### src/rtl/mul_seq_pkg.sv
// Shared arithmetic-unit constants: FSM encoding and default width.
// Imported by the multiplier and the restoring divider.
package mul_seq_pkg;

    localparam int W = 4;

    localparam logic [1:0] ST_IDLE = 2'd0;
    localparam logic [1:0] ST_RUN  = 2'd1;
    localparam logic [1:0] ST_DONE = 2'd2;

    function automatic int step_bits(input int w);
        return $clog2(w) + 1;
    endfunction

endpackage

### src/rtl/mul_seq_if.sv
// Operand/result bundle between the arithmetic unit and its client.
// The client drives ld/a/b, the unit returns the register view.
interface mul_seq_if #(
    parameter int W = mul_seq_pkg::W
);

    logic           ld;
    logic [W-1:0]   a;
    logic [W-1:0]   b;
    logic [2*W-1:0] ra;
    logic [2*W-1:0] rb;
    logic [W-1:0]   ry;
    logic           busy;
    logic           done;

    modport master (
        output ld, a, b,
        input  ra, rb, ry, busy, done
    );

    modport slave (
        input  ld, a, b,
        output ra, rb, ry, busy, done
    );

endinterface

### src/rtl/mul_seq_dp.sv
// Shift-and-add datapath: accumulator, shifted multiplicand,
// remaining multiplier bits. Sequenced by load/step strobes.
module mul_seq_dp #(
    parameter int W = mul_seq_pkg::W
) (
    input  logic           clk,
    input  logic           rst,
    input  logic           load,
    input  logic           stp,
    input  logic [W-1:0]   a,
    input  logic [W-1:0]   b,
    output logic [2*W-1:0] ra,
    output logic [2*W-1:0] rb,
    output logic [W-1:0]   ry
);

    always_ff @(posedge clk) begin
        if (rst) begin
            ra <= '0;
            rb <= '0;
            ry <= '0;
        end else if (load) begin
            ra <= '0;
            rb <= {{W{1'b0}}, a};
            ry <= b;
        end else if (stp) begin
            // 2W-bit accumulator cannot overflow for W-bit operands
            if (ry[0]) begin
                ra <= ra + rb;
            end
            rb <= rb << 1;
            ry <= ry >> 1;
        end
    end

endmodule

### src/rtl/mul_seq.sv
// Sequential unsigned multiplier: fixed W-step FSM around mul_seq_dp.
// One operation in flight; ld is ignored while running.
module mul_seq #(
    parameter int W = mul_seq_pkg::W
) (
    input  logic      clk,
    input  logic      rst,
    mul_seq_if.slave  bus
);

    import mul_seq_pkg::*;

    localparam int SW = $clog2(W) + 1;

    logic [1:0]    state;
    logic [SW-1:0] step;
    logic          load;
    logic          stp;
    logic          last;

    assign load = bus.ld && (state != ST_RUN);
    assign stp  = (state == ST_RUN);
    assign last = (step == SW'(W - 1));

    always_ff @(posedge clk) begin
        if (rst) begin
            state <= ST_IDLE;
            step  <= '0;
        end else begin
            case (state)
                ST_IDLE: begin
                    if (bus.ld) begin
                        state <= ST_RUN;
                        step  <= '0;
                    end
                end
                ST_RUN: begin
                    step <= step + 1'b1;
                    if (last) begin
                        state <= ST_DONE;
                    end
                end
                ST_DONE: begin
                    // back-to-back restart skips IDLE
                    if (bus.ld) begin
                        state <= ST_RUN;
                        step  <= '0;
                    end else begin
                        state <= ST_IDLE;
                    end
                end
                default: begin
                    state <= ST_IDLE;
                    step  <= '0;
                end
            endcase
        end
    end

    assign bus.busy = (state == ST_RUN);
    assign bus.done = (state == ST_DONE);

    mul_seq_dp #(
        .W(W)
    ) u_dp (
        .clk  (clk),
        .rst  (rst),
        .load (load),
        .stp  (stp),
        .a    (bus.a),
        .b    (bus.b),
        .ra   (bus.ra),
        .rb   (bus.rb),
        .ry   (bus.ry)
    );

endmodule
### src/flat_wrapper.sv
// flat-port wrapper written by rule: the top's interface ports become plain ports
module mul_seq_flat import mul_seq_pkg::*;
#(
    parameter int W = mul_seq_pkg::W
)
  (clk, rst, bus_ld, bus_a, bus_b, bus_ra, bus_rb, bus_ry, bus_busy, bus_done);
  mul_seq_if #(.W(W)) bus_i ();
  input  logic clk;
  input  logic rst;
  input wire logic [$bits(bus_i.ld)-1:0] bus_ld;
  input wire logic [$bits(bus_i.a)-1:0] bus_a;
  input wire logic [$bits(bus_i.b)-1:0] bus_b;
  output wire logic [$bits(bus_i.ra)-1:0] bus_ra;
  output wire logic [$bits(bus_i.rb)-1:0] bus_rb;
  output wire logic [$bits(bus_i.ry)-1:0] bus_ry;
  output wire logic [$bits(bus_i.busy)-1:0] bus_busy;
  output wire logic [$bits(bus_i.done)-1:0] bus_done;
  assign bus_i.ld = bus_ld;
  assign bus_i.a = bus_a;
  assign bus_i.b = bus_b;
  assign bus_ra = bus_i.ra;
  assign bus_rb = bus_i.rb;
  assign bus_ry = bus_i.ry;
  assign bus_busy = bus_i.busy;
  assign bus_done = bus_i.done;
  mul_seq #(.W(W)) u_core (.clk(clk), .rst(rst), .bus(bus_i));
endmodule
### config.mk
export PLATFORM = sky130hd
export DESIGN_NAME = mul_seq_flat
export DESIGN_NICKNAME = d
export VERILOG_FILES = /design/src/rtl/mul_seq_pkg.sv /design/src/rtl/mul_seq_if.sv /design/src/rtl/mul_seq_dp.sv /design/src/rtl/mul_seq.sv /design/src/flat_wrapper.sv
export SDC_FILE = /design/constraint.sdc
export NUM_CORES = 1
export LEC_CHECK = 0
export ABC_AREA = 1
export ABC_CLOCK_PERIOD_IN_PS = 1400
export BUFFER_PORTS_ARGS = -buffer_cell sky130_fd_sc_hd__buf_2
export CORE_MARGIN = 1.5
export CORE_UTILIZATION = 45
export DETAILED_ROUTE_END_ITERATION = 8
export PLACE_DENSITY = 0.69
export SYNTH_ARGS = -nofsm -noshare
export SYNTH_HDL_FRONTEND = slang
export SYNTH_SLANG_ARGS = --single-unit
### constraint.sdc
create_clock -name clk -period 1.4 [get_ports clk]
set_input_delay 0.07 -clock clk [delete_from_list [all_inputs] [get_ports clk]]
set_output_delay 0.07 -clock clk [all_outputs]
set_load 0.05 [all_outputs]
# ---- Word-level counts from Yosys, hierarchy flattened
# Index checks and enable logic that the tools add are counted.
dict set report totals {
  regBits 25
  elab_cells 32
}
dict set report classes {
  n_addsub 2
  eq_ne 7
  muxes 10
  reduce_logical 7
}
# cell n
set ops {}
lappend ops {{$mux 4} 4}
lappend ops {{$add 8x8->8} 1}
lappend ops {{$ne 2x1->1 const B} 3}
lappend ops {{$pmux 2 s3} 1}
lappend ops {{$pmux 3 s2} 1}
lappend ops {{$mux 2} 2}
lappend ops {{$reduce_and 2->1} 2}
lappend ops {{$reduce_or 2->1} 2}
lappend ops {{$add 3x1->3 const B} 1}
lappend ops {{$eq 3x2->1 const B} 1}
lappend ops {{$mux 3} 1}
lappend ops {{$eq 2x1->1 const B} 1}
lappend ops {{$eq 2x2->1 const B} 1}
lappend ops {{$logic_not 2->1} 1}
lappend ops {{$ne 2x2->1 const B} 1}
lappend ops {{$reduce_bool 2->1} 1}
lappend ops {{$logic_and 1x1->1} 1}
lappend ops {{$mux 1} 1}

# ---- Depth between registers and ports, before layout
# Gate-level depths: netlist (run 1).
dict set report logic_depth {
  word_depth 3
  ltp_mapped 10
  depth_no_buf 10
}

# ---- By module
# From an unflattened synthesis (run 1), not the netlist that was laid out.
dict set report hier_totals {
  hier_cells 191
  area_unflattened_um2 1397.6
}
# module n_inst cells_per_inst area_per_inst_um2 seq_area_each_um2
set by_module_without_submodules {}
lappend by_module_without_submodules {mul_seq_dp 1 159 1161.1 400.4}
lappend by_module_without_submodules {mul_seq 1 32 236.5 100.1}

# ---- Least setup slack after synthesis (run 1)
# Ideal clock, no wire load.
dict set report synth_path {
  path_type {flip-flop to flip-flop}
  start {reg u_core.u_dp.rb[0]}
  end {reg u_core.u_dp.ra[6]}
  setup_ns 0.109
  arrival_time_ns 1.707
  t_required_ns 1.291
  setup_slack_ns -0.416
  path_stages_with_launch 10
  path_buffers 0
  path_cell_list {dfxtp_1 > ha_1 > inv_1 > fa_1 > inv_1 > nand3_1 > nand4_1 > nand3_1 > nand2_1 > inv_1}
}
dict set report synth_via {
  elab_chain_len 1
}
# element line_no
set synth_lines {}
lappend synth_lines {{start: declaration} mul_seq_dp.sv:13} ;# output logic [2*W-1:0] rb,
lappend synth_lines {{start signal: assignment} mul_seq_dp.sv:24} ;# rb <= {{W{1'b0}}, a};
lappend synth_lines {{start signal: assignment} mul_seq_dp.sv:31} ;# rb <= rb << 1;
lappend synth_lines {{$add 8x8->8} mul_seq_dp.sv:29} ;# ra <= ra + rb;
lappend synth_lines {{end signal: assignment} mul_seq_dp.sv:29}
lappend synth_lines {{end: declaration} mul_seq_dp.sv:12} ;# output logic [2*W-1:0] ra,
# Every way passes these cells.
# A chain may end at the register's enable or synchronous reset.

# ---- Worst setup path after layout (run 1)
dict set report layout_path {
  start {reg u_core.u_dp.ra[0]}
  end {reg u_core.u_dp.ra[6]}
}
dict set report layout_via {
  elab_chain_len 1
}
# element line_no
set layout_lines {}
lappend layout_lines {{$add 8x8->8} mul_seq_dp.sv:29}
# Every way passes these cells.

==> results of run 1 <==
## worst max-delay path: stages, from the launching register on
cell,delay [ns]
dfxtp_4,0.38
ha_4,0.13
inv_2,0.03
fa_2,0.35
inv_2,0.08
nand3_2,0.06
nand4_1,0.07
nand3_1,0.07
nand2_1,0.08
inv_1,0.03
## layer usage
layer  vias to the layer above  global-route usage  routed length, um
li1                        721                   -                  -
met1                       615              0.2680               1529
met4                         0             0.05844                 19
met3                         2             0.02198                 95
met5                         -                   0                  0
met2                        21              0.3159               1425
## per-stage QoR
stage	setup TNS, ns	setup WS (ns)	util	area, um2	hold slack, ns
floorplan	-0.07985	-0.04005	-	1488	0.2030
global placement	0	0.02545	0.5808	1744	0.3137
detailed placement	0	0.002646	0.5808	1744	0.3221
CTS	0	0.005780	0.6025	1809	0.03327
global route	-0.1608	-0.09745	0.6217	1867	0.05486
finish	0	0.02767	0.6217	1867	0.03734
## cell families (layout without fill, tap and decap cells)
logic type	count (synthesis)	count (layout)	synth area share
adders and majority gates	10	10	0.09431
buffers and inverters	38	87	0.1157
and+or+nand+nor	93	93	0.3043
AOI/OAI and AO/OA	29	29	0.1174
xor gates and xnor gates	2	2	0.01246
DFF	25	25	0.3559
## flip-flops by register name, indices dropped and copies added, names as in the netlist
signal and cells:
u_core.state 2, u_core.step 3, u_core.u_dp.ra 8, u_core.u_dp.rb 8
u_core.u_dp.ry 4
## power breakdown
part	leakage, uW	switching [uW]	total [uW]	internal (uW)
Clock	0.0000150	212	323	111
Combinational	0.000702	184	282	97.8
Sequential	0.000213	20.1	741	720
Total	0.000930	415	1340	929
## layout make-up
| type | instances | area, um2 | share of cell area |
|---|---|---|---|
| Sequential cell | 25 | 546.8 | 0.2929 |
| Clock buffer | 4 | 26.28 | 0.01408 |
| Multi-Input combinational cell | 134 | 825.8 | 0.4424 |
| Timing Repair Buffer | 49 | 299.0 | 0.1602 |
| Inverter | 34 | 127.6 | 0.06836 |
| Tap cell | 33 | 41.29 | 0.02212 |
## how the worst max path moves through the flow
| stage | depth (start not counted) | from | end |
|---|---|---|---|
| after floorplan | 9 | u_core.u_dp.rb[0] | u_core.u_dp.ra[6] |
| after global placement | 9 | u_core.u_dp.rb[0] | u_core.u_dp.ra[6] |
| after detailed placement | 9 | u_core.u_dp.rb[0] | u_core.u_dp.ra[6] |
| after global routing | 9 | u_core.u_dp.ra[0] | u_core.u_dp.ra[6] |
| final | 9 | u_core.u_dp.ra[0] | u_core.u_dp.ra[6] |
| after CTS | 9 | u_core.u_dp.ra[0] | u_core.u_dp.ra[6] |
## cell usage in the layout (no fill, tap or decap), types with 2 or more instances in the layout
cell type and n:
a21oi_1 14, a21oi_2 2, buf_2 31, buf_4 15, clkbuf_4 3, dfxtp_1 10
dfxtp_2 4, dfxtp_4 11, dlygate4sd3_1 2, ha_1 4, ha_4 5, inv_1 28
inv_2 6, nand2_1 55, nand2_2 2, nand3_1 15, nand3b_1 2, nor2_1 9
nor2_4 3, nor3_1 2, o21a_1 4, o21ai_0 5
## what timing repair did
item,4_1_cts,5_1_grt
gates resized for setup,2,8
setup buffers,2,1
pin swaps,1,4
setup endpoints to repair,3,6
hold buffers,2,0
endpoints found under the hold margin,2,0
==> results.yml, run 1 <==
yosys:
  synth_cell_types: 27
  ys_warn_count: 0
  synth_edf_count: 0
  yosys.area.top_type: "dfxtp_1"
  synth_fp_nets: 218
  ys_ff_latch: 25
  syn_inst: 197
  synthTopCellsByCount: "56 x nand2_1, 31 x inv_1, 25 x dfxtp_1"
  synth_top_area_frac: 0.3559
  yosysMostFrequentCell: "nand2_1"
  synthFlopType: "dfxtp_1"
  ys_async_sr_fraction: 0
  syn_area_per_cell_um2: 7.139
  seq_area_frac_synth: 0.3559
  synth.area.top_cells: "dfxtp_1 36%, nand2_1 15%, inv_1 8.3%"
  synth.cell_area_mm2: 0.001406
grt:
  grt_overflow: 0
  grt.total_usage: 0.1935
  grt_pass1_wl_um: 5264
  grt_pass1_vias: 1245
  grt_max_degree: 16
  antenna_found_initial: 0
routing:
  routed-via-count: 1359
  drc_errors: 0
  final_antenna_net_count: 0
  wl_per_cell_um: 11.00
  drt-initial-drc-count: 48
  finalWirelength_um: 3070
  dr.pass1.iters: 4
  vias_per_cell: 4.871
critical_path:
  cp.arrival_ns: 1.60
  crit_type: "reg2reg"
  r2r_cells: 9
  crit_required_ns: 1.63
  crit_fanout: 2
  critPathLaunchType: "register"
  reg2reg_slack_ns: 0.03
  worstReg2RegStart: "u_core.u_dp.ra[0]"
  end_kind: "register"
  reg2reg_to: "u_core.u_dp.ra[6]"
floorplan:
  die_x_um: 58.91
  dieArea_mm2: 0.003470
  fp-row-count: 20
  io_pins: 33
  die_h_um: 58.91
  start_util: 0.4683
  core_mm2: 0.003003
worst_hold_path:
  hold_depth: 5
  min_from: "bus_b[2]"
  hold_end: "u_core.u_dp.ry[2]"
  hp-class: "in2reg"
clock_tree:
  clkLatencyLatePin_ns: 0.31
  clk_path_buf_depth: 2
  clock-root-buffer: "clkbuf_4"
  cts_sinks: 25
  clkTransAtPathRegs_ns: 0.14
  cts_tree: "done"
  numCtsBuffers: 3
  cts-htree-levels: 1
placement:
  dp_hpwl_um: 2384
  gp_congestion: 0.7812
  dpl.cell_count: 270
  io_buffers: 32
cells_and_area:
  area_growth_pct: 32.74
  finalNetCount: 268
  num-fill-cells: 295
  n_antenna_cell: 0
  fin_cells: 279
  drive_above_1_share: 0.3577
timing:
  setup_viol: 0
  finalMaxSlewViolations: 0
  finClkSkew_ns: 0.004489
  fmax_mhz: 728.7
  rsz0062_at_grt: "yes"
  worstMarginPinSlew_ns: 0.3232
  min_period_over_period: 0.9802
  finalCriticalPeriod_ns: 1.372
  finalHoldViolCount: 0
  slew_headroom: 0.7840
power_and_ir_drop:
  p_leak_uw: 0.0009301
  p_per_area_mw_per_mm2: 720.5
  p_total_uw: 1345
  irDropWorstVdd_v: 0.0005924
job:
  drv_cap: 0
status:
  status: "completed"
Note: power is estimated with default switching activity, not from simulation.
==> inputs of run 2 (changes only) <==
--- a/config.mk
+++ b/config.mk
@@ -5,13 +5,13 @@
 export SDC_FILE = /design/constraint.sdc
 export NUM_CORES = 1
 export LEC_CHECK = 0
-export ABC_AREA = 1
-export ABC_CLOCK_PERIOD_IN_PS = 1400
+export ABC_AREA = 0
+export ABC_CLOCK_PERIOD_IN_PS = 1100
 export BUFFER_PORTS_ARGS = -buffer_cell sky130_fd_sc_hd__buf_2
 export CORE_MARGIN = 1.5
 export CORE_UTILIZATION = 45
 export DETAILED_ROUTE_END_ITERATION = 8
-export PLACE_DENSITY = 0.69
+export PLACE_DENSITY_LB_ADDON = 0.12
 export SYNTH_ARGS = -nofsm -noshare
 export SYNTH_HDL_FRONTEND = slang
 export SYNTH_SLANG_ARGS = --single-unit
==> constraint.sdc (replaced) <==
create_clock -name clk -period 1.1 [get_ports clk]
set_input_delay 0.055 -clock clk [delete_from_list [all_inputs] [get_ports clk]]
set_output_delay 0.055 -clock clk [all_outputs]
set_load 0.05 [all_outputs]
==> run 2 against run 1 <==
The flow now finishes with violations (setup timing); first-iteration DRC count decreased by 4.2%; design area increased by 20%; sequential share of layout area decreased by 5.6 points; critical endpoint unchanged; largest cell class unchanged; largest power group unchanged; highest routed layer unchanged.
==> results.yml, run 2 <==
routing:
  drt-initial-drc-count: 46
  drc_errors: 0
  dr.pass1.iters: 4
  vias_per_cell: 5.681
  wl_per_cell_um: 17.33
  routed-via-count: 1460
  finalWirelength_um: 4455
  final_antenna_net_count: 0
grt:
  grt_pass1_vias: 1363
  grt.total_usage: 0.2446
  grt_overflow: 0
  grt_pass1_wl_um: 6120
  grt_max_degree: 17
  antenna_found_initial: 0
floorplan:
  start_util: 0.4700
  core_mm2: 0.002734
  fp-row-count: 19
  dieArea_mm2: 0.003185
  die_x_um: 56.44
  io_pins: 33
  die_h_um: 56.44
yosys:
  synthFlopType: "dfxtp_1"
  synth_top_area_frac: 0.3895
  synth_fp_nets: 169
  synth.cell_area_mm2: 0.001285
  syn_inst: 148
  synth_cell_types: 35
  synth.area.top_cells: "dfxtp_1 39%, ha_1 8.8%, mux2i_1 6.2%"
  synth_edf_count: 0
  ys_ff_latch: 25
  yosys.area.top_type: "dfxtp_1"
  yosysMostFrequentCell: "dfxtp_1"
  ys_async_sr_fraction: 0
  seq_area_frac_synth: 0.3895
  synthTopCellsByCount: "25 x dfxtp_1, 16 x nand2_1, 15 x a21oi_1, 15 x nor2_1, 9 x ha_1"
  syn_area_per_cell_um2: 8.682
  ys_warn_count: 0
placement:
  dpl_worst_slack_ns: -0.7225
  gp_congestion: 0.7958
  dpl.cell_count: 240
  dp_hpwl_um: 2676
  io_buffers: 32
cells_and_area:
  num-fill-cells: 166
  drive_above_1_share: 0.6327
  finalNetCount: 248
  n_antenna_cell: 0
  layout_commonest_cell: "buf_4"
  reg_top3: "u_core.u_dp.ra (8), u_core.u_dp.rb (8), u_core.u_dp.ry (4)"
  area_growth_pct: 74.98
  fin_cells: 257
  final_cell_mix: "42 x buf_4, 18 x buf_6, 17 x buf_2"
timing:
  worstMarginPinSlew_ns: 0.3342
  finClkSkew_ns: 0.01673
  fmax_mhz: 533.9
  min_period_over_period: 1.703
  slew_headroom: 0.7757
  setup_viol: 24
  fin_ws_ns: -0.7729
  finalCriticalPeriod_ns: 1.873
  finalHoldViolCount: 0
  finalMaxSlewViolations: 0
  rsz0062_at_grt: "yes"
critical_path:
  cp_cell_sequence: "ha_4 -> inv_2 -> fa_2 -> nor2b_4 -> o21a_1 -> o211ai_1 -> a2111o_1 -> nand3_2"
  crit_required_ns: 1.39
  critPathLaunchType: "register"
  crit_type: "reg2reg"
  reg2reg_slack_ns: -0.77
  slowest_stage: "a2111o_1"
  cp.arrival_ns: 2.17
  end_kind: "register"
  reg2reg_to: "u_core.u_dp.ra[6]"
  slowest_delay_ns: 0.40
  worstReg2RegStart: "u_core.u_dp.ra[0]"
  crit_fanout: 2
  r2r_cells: 8
worst_hold_path:
  hold_depth: 3
  hp-class: "in2reg"
  hold_end: "u_core.u_dp.rb[0]"
  min_from: "bus_a[0]"
power_and_ir_drop:
  irDropWorstVdd_v: 0.0009419
  p_leak_uw: 0.0009788
  clkPwrFrac: 0.215
  pwr-share-comb: 0.301
  p_per_area_mw_per_mm2: 894.8
  internal_power_uw: 1341
  switching_power_uw: 671.0
  p_seq_frac: 0.484
  switching_share: 0.3335
clock_tree:
  cts_tree: "done"
  clkTransAtPathRegs_ns: 0.15
  clock-root-buffer: "clkbuf_4"
  clk_path_buf_depth: 2
  cts_sinks: 25
  clkLatencyLatePin_ns: 0.34
  numCtsBuffers: 3
  cts-htree-levels: 1
status:
  violations: "setup timing"
  status: "finished with violations"
job:
  drv_cap: 0
[run 2: kinds of logic after synthesis]
| kind of cell | Yosys count | share of synthesized area |
|---|---|---|
| buf+inv | 13 | 0.04673 |
| flops | 25 | 0.3895 |
| mux | 8 | 0.06232 |
| compound gates | 38 | 0.1947 |
| fa+ha+maj | 10 | 0.1032 |
| xor+xnor | 1 | 0.006817 |
| simple gates | 53 | 0.1967 |
[run 2: worst max path at each step]
stage / endpoint / from / cells after the start / slack, ns
2_1_floorplan: u_core.u_dp.ra[7] / u_core.u_dp.ra[6] / 6 / -0.75
3_3_place_gp: u_core.u_dp.ra[6] / u_core.u_dp.ra[0] / 8 / -0.64
3_5_place_dp: u_core.u_dp.ra[6] / u_core.u_dp.ra[0] / 8 / -0.72
4_1_cts: u_core.u_dp.ra[6] / u_core.u_dp.ra[0] / 8 / -0.69
5_1_grt: u_core.u_dp.ra[6] / u_core.u_dp.ra[0] / 8 / -0.84
6_report: u_core.u_dp.ra[6] / u_core.u_dp.ra[0] / 8 / -0.77
[run 2: layer usage]
layer / vias up / track usage / part of all wire
met5: - / 0 / 0
met4: 0 / 0.09184 / 0.031
met3: 17 / 0.02765 / 0.039
met2: 46 / 0.4435 / 0.54
met1: 706 / 0.2921 / 0.39
li1: 691 / - / -
[run 2: power groups by stage]
| stage | registers [uW] | clock network, uW | logic (uW) |
|---|---|---|---|
| final | 973 | 433 | 606 |
| after global routing | 978 | 473 | 640 |
| after CTS | 970 | 437 | 494 |
| after detailed placement | 988 | 0 | 432 |
| after global placement | 985 | 0 | 421 |
| after floorplan | 1090 | 0 | 167 |
[run 2: area by class of cell]
type / instances / area (um2) / area share
Clock inverter: 1 / 5.005 / 0.002226
Multi-Input combinational cell: 110 / 943.4 / 0.4196
Sequential cell: 25 / 533.0 / 0.2371
Tap cell: 31 / 38.79 / 0.01725
Timing Repair Buffer: 81 / 678.2 / 0.3016
Clock buffer: 3 / 22.52 / 0.01002
Inverter: 6 / 27.53 / 0.01224
[run 2: critical path: cells and delay by family (launching register included)]
family,cells,cell delay [ns]
DFF,1,0.38
adders and majority gates,2,0.49
AOI/OAI and AO/OA,3,0.68
buffers and inverters,1,0.03
and+or+nand+nor,2,0.25
[run 2: per-stage QoR]
step	setup TNS [ns]	total power [uW]	instance area (um2)	utilization	hold slack, ns
CTS	-3.255	1902	1968	0.7199	0.005807
floorplan	-3.305	1256	1343	-	0.1244
global placement	-2.975	1406	1775	0.6494	0.3495
global route	-6.022	2091	2248	0.8224	0.04024
finish	-4.886	2012	2248	0.8224	0.007913
detailed placement	-3.429	1420	1775	0.6494	0.3471
[run 2: what timing repair did]
action	CTS	global route
resized for setup	38	49
setup buffers	5	9
cloned	0	1
pin swaps	7	8
setup endpoints to repair	24	25
hold buffers	0	0
==> inputs of run 3 (changes only) <==
--- a/config.mk
+++ b/config.mk
@@ -7,7 +7,7 @@
 export LEC_CHECK = 0
 export ABC_AREA = 0
 export ABC_CLOCK_PERIOD_IN_PS = 1100
-export BUFFER_PORTS_ARGS = -buffer_cell sky130_fd_sc_hd__buf_2
+export BUFFER_PORTS_ARGS = -buffer_cell sky130_fd_sc_hd__buf_4
 export CORE_MARGIN = 1.5
 export CORE_UTILIZATION = 45
 export DETAILED_ROUTE_END_ITERATION = 8
==> run 3 against run 2 <==
The flow still finishes with violations (setup timing); sequential power about the same; non-clock buffer count shrank 8; utilization decreased by 0.46 points; count of clock-buffer cells in the layout rose by 1; sequential share of layout area grew 0.077 points.
==> results.yml, run 3 (synthesized netlist as in run 2, its figures left out) <==
floorplan:
  io_pins: 33
  fp-row-count: 19
  core_mm2: 0.002734
  dieArea_mm2: 0.003185
  die_x_um: 56.44
  start_util: 0.4700
  die_h_um: 56.44
clock_tree:
  numCtsBuffers: 3
  clkLatencyLatePin_ns: 0.33
  cts_sinks: 25
  clock-root-buffer: "clkbuf_4"
  postCtsHoldBufs: 0
  clkTransAtPathRegs_ns: 0.15
  cts-htree-levels: 1
  cts_tree: "done"
  clk_path_buf_depth: 2
critical_path:
  crit_type: "reg2reg"
  cp_cell_sequence: "ha_4 -> inv_2 -> fa_2 -> nor2b_4 -> o21a_1 -> o211ai_1 -> a2111o_1 -> nand3_1"
  cp.arrival_ns: 2.08
  crit_fanout: 2
  slowest_delay_ns: 0.39
  end_kind: "register"
  crit_required_ns: 1.39
  critPathLaunchType: "register"
  slowest_stage: "dfxtp_4"
cells_and_area:
  fin_cells: 249
  final-seq-area_um2: 531.8
  finalNetCount: 240
  n_antenna_cell: 0
  num-fill-cells: 163
  multi_input_area_um2: 955.9
  design_area_mm2: 0.002236
  reg_top3: "u_core.u_dp.ra (8), u_core.u_dp.rb (8), u_core.u_dp.ry (4)"
  drive_above_1_share: 0.6101
  area_growth_pct: 74.00
  final_cell_mix: "56 x buf_4, 13 x nor2_1, 12 x buf_6"
  layout_commonest_cell: "buf_4"
placement:
  dp_hpwl_um: 2564
  dpl_cell_area_mm2: 0.001826
  dpl.cell_count: 236
  gp_congestion: 0.8028
  io_buffers: 32
power_and_ir_drop:
  p_per_area_mw_per_mm2: 909.1
  irDropWorstVdd_v: 0.001159
  p_leak_uw: 0.0009591
  p_total_uw: 2033
routing:
  routed-via-count: 1414
  dr.pass1.iters: 5
  finalWirelength_um: 4121
  vias_per_cell: 5.679
  wl_per_cell_um: 16.55
  final_antenna_net_count: 0
  drc_errors: 0
  drt-initial-drc-count: 35
timing:
  min_period_over_period: 1.631
  rsz0062_at_grt: "yes"
  slew_headroom: 0.7452
  worstMarginPinSlew_ns: 0.3792
  setup_viol: 14
  fmax_mhz: 557.4
  finalCriticalPeriod_ns: 1.794
  finalHoldViolCount: 0
  finalMaxSlewViolations: 0
  fin_ws_ns: -0.6941
  finClkSkew_ns: 0.01353
worst_hold_path:
  hp-class: "in2reg"
grt:
  grt_overflow: 0
  grt_pass1_wl_um: 5858
  grt_pass1_vias: 1326
  grt_max_degree: 18
  grt.total_usage: 0.2341
  antenna_found_initial: 0
status:
  status: "finished with violations"
  violations: "setup timing"
job:
  drv_cap: 0
==> run 3: metrics by stage <==
stage | worst slack (ns) | TNS (ns) | util | hold slack [ns]
6_report | -0.6941 | -3.570 | 0.8178 | 0.04790
3_3_place_gp | -0.6482 | -2.985 | 0.6677 | 0.3433
2_1_floorplan | -0.7506 | -3.305 | - | 0.1244
5_1_grt | -0.7995 | -4.893 | 0.8178 | 0.05075
4_1_cts | -0.6546 | -3.151 | 0.7327 | 0.003184
3_5_place_dp | -0.6784 | -3.177 | 0.6677 | 0.3535
==> run 3: final timing paths <==
kind | start | endpoint | slack (ns) | cells past startpoint
hold / removal | rst | u_core.step[2] | 0.05 | 2
hold reg to reg | u_core.u_dp.ra[7] | u_core.u_dp.ra[7] | 0.54 | 2
setup reg to reg | u_core.u_dp.ra[0] | u_core.u_dp.ra[6] | -0.69 | 8
setup / recovery | u_core.u_dp.ra[0] | u_core.u_dp.ra[6] | -0.69 | 8
==> run 3: final cells by class <==
class,count,share of cell area
clock buffer,4,0.01175
inverter,6,0.01231
multi-input combinational,110,0.4275
sequential,25,0.2378
tap,31,0.01735
timing repair buffer,73,0.2932
==> run 3: layer usage <==
layer | wire, um | vias up | GRT usage
li1 | - | 671 | -
met1 | 1656 | 694 | 0.2709
met2 | 2212 | 39 | 0.4319
met5 | 0 | - | 0
met3 | 171 | 10 | 0.02304
met4 | 80 | 0 | 0.09864
==> run 3: worst max-delay path: cells and delay by family (launching register included) <==
kind | cells | cell delay [ns]
AO/OA/AOI/OAI | 3 | 0.61
adder cells (fa/ha/maj) | 2 | 0.50
flip-flops | 1 | 0.39
AND/OR/NAND/NOR | 2 | 0.22
buffers and inverters | 1 | 0.04
==> run 3: report_power, final <==
part,switching (uW),total (uW),internal (uW),leakage (uW)
clock network,295,437,142,0.0000150
registers,36.6,975,939,0.000211
logic,340,621,280,0.000733
==> run 3: repair_timing <==
action                                  4_1_cts  5_1_grt
gates resized for setup                      27       40
setup buffers                                 6        3
endpoints found under the setup margin       13       29
pin swaps                                    10       17
cloned                                        0        2
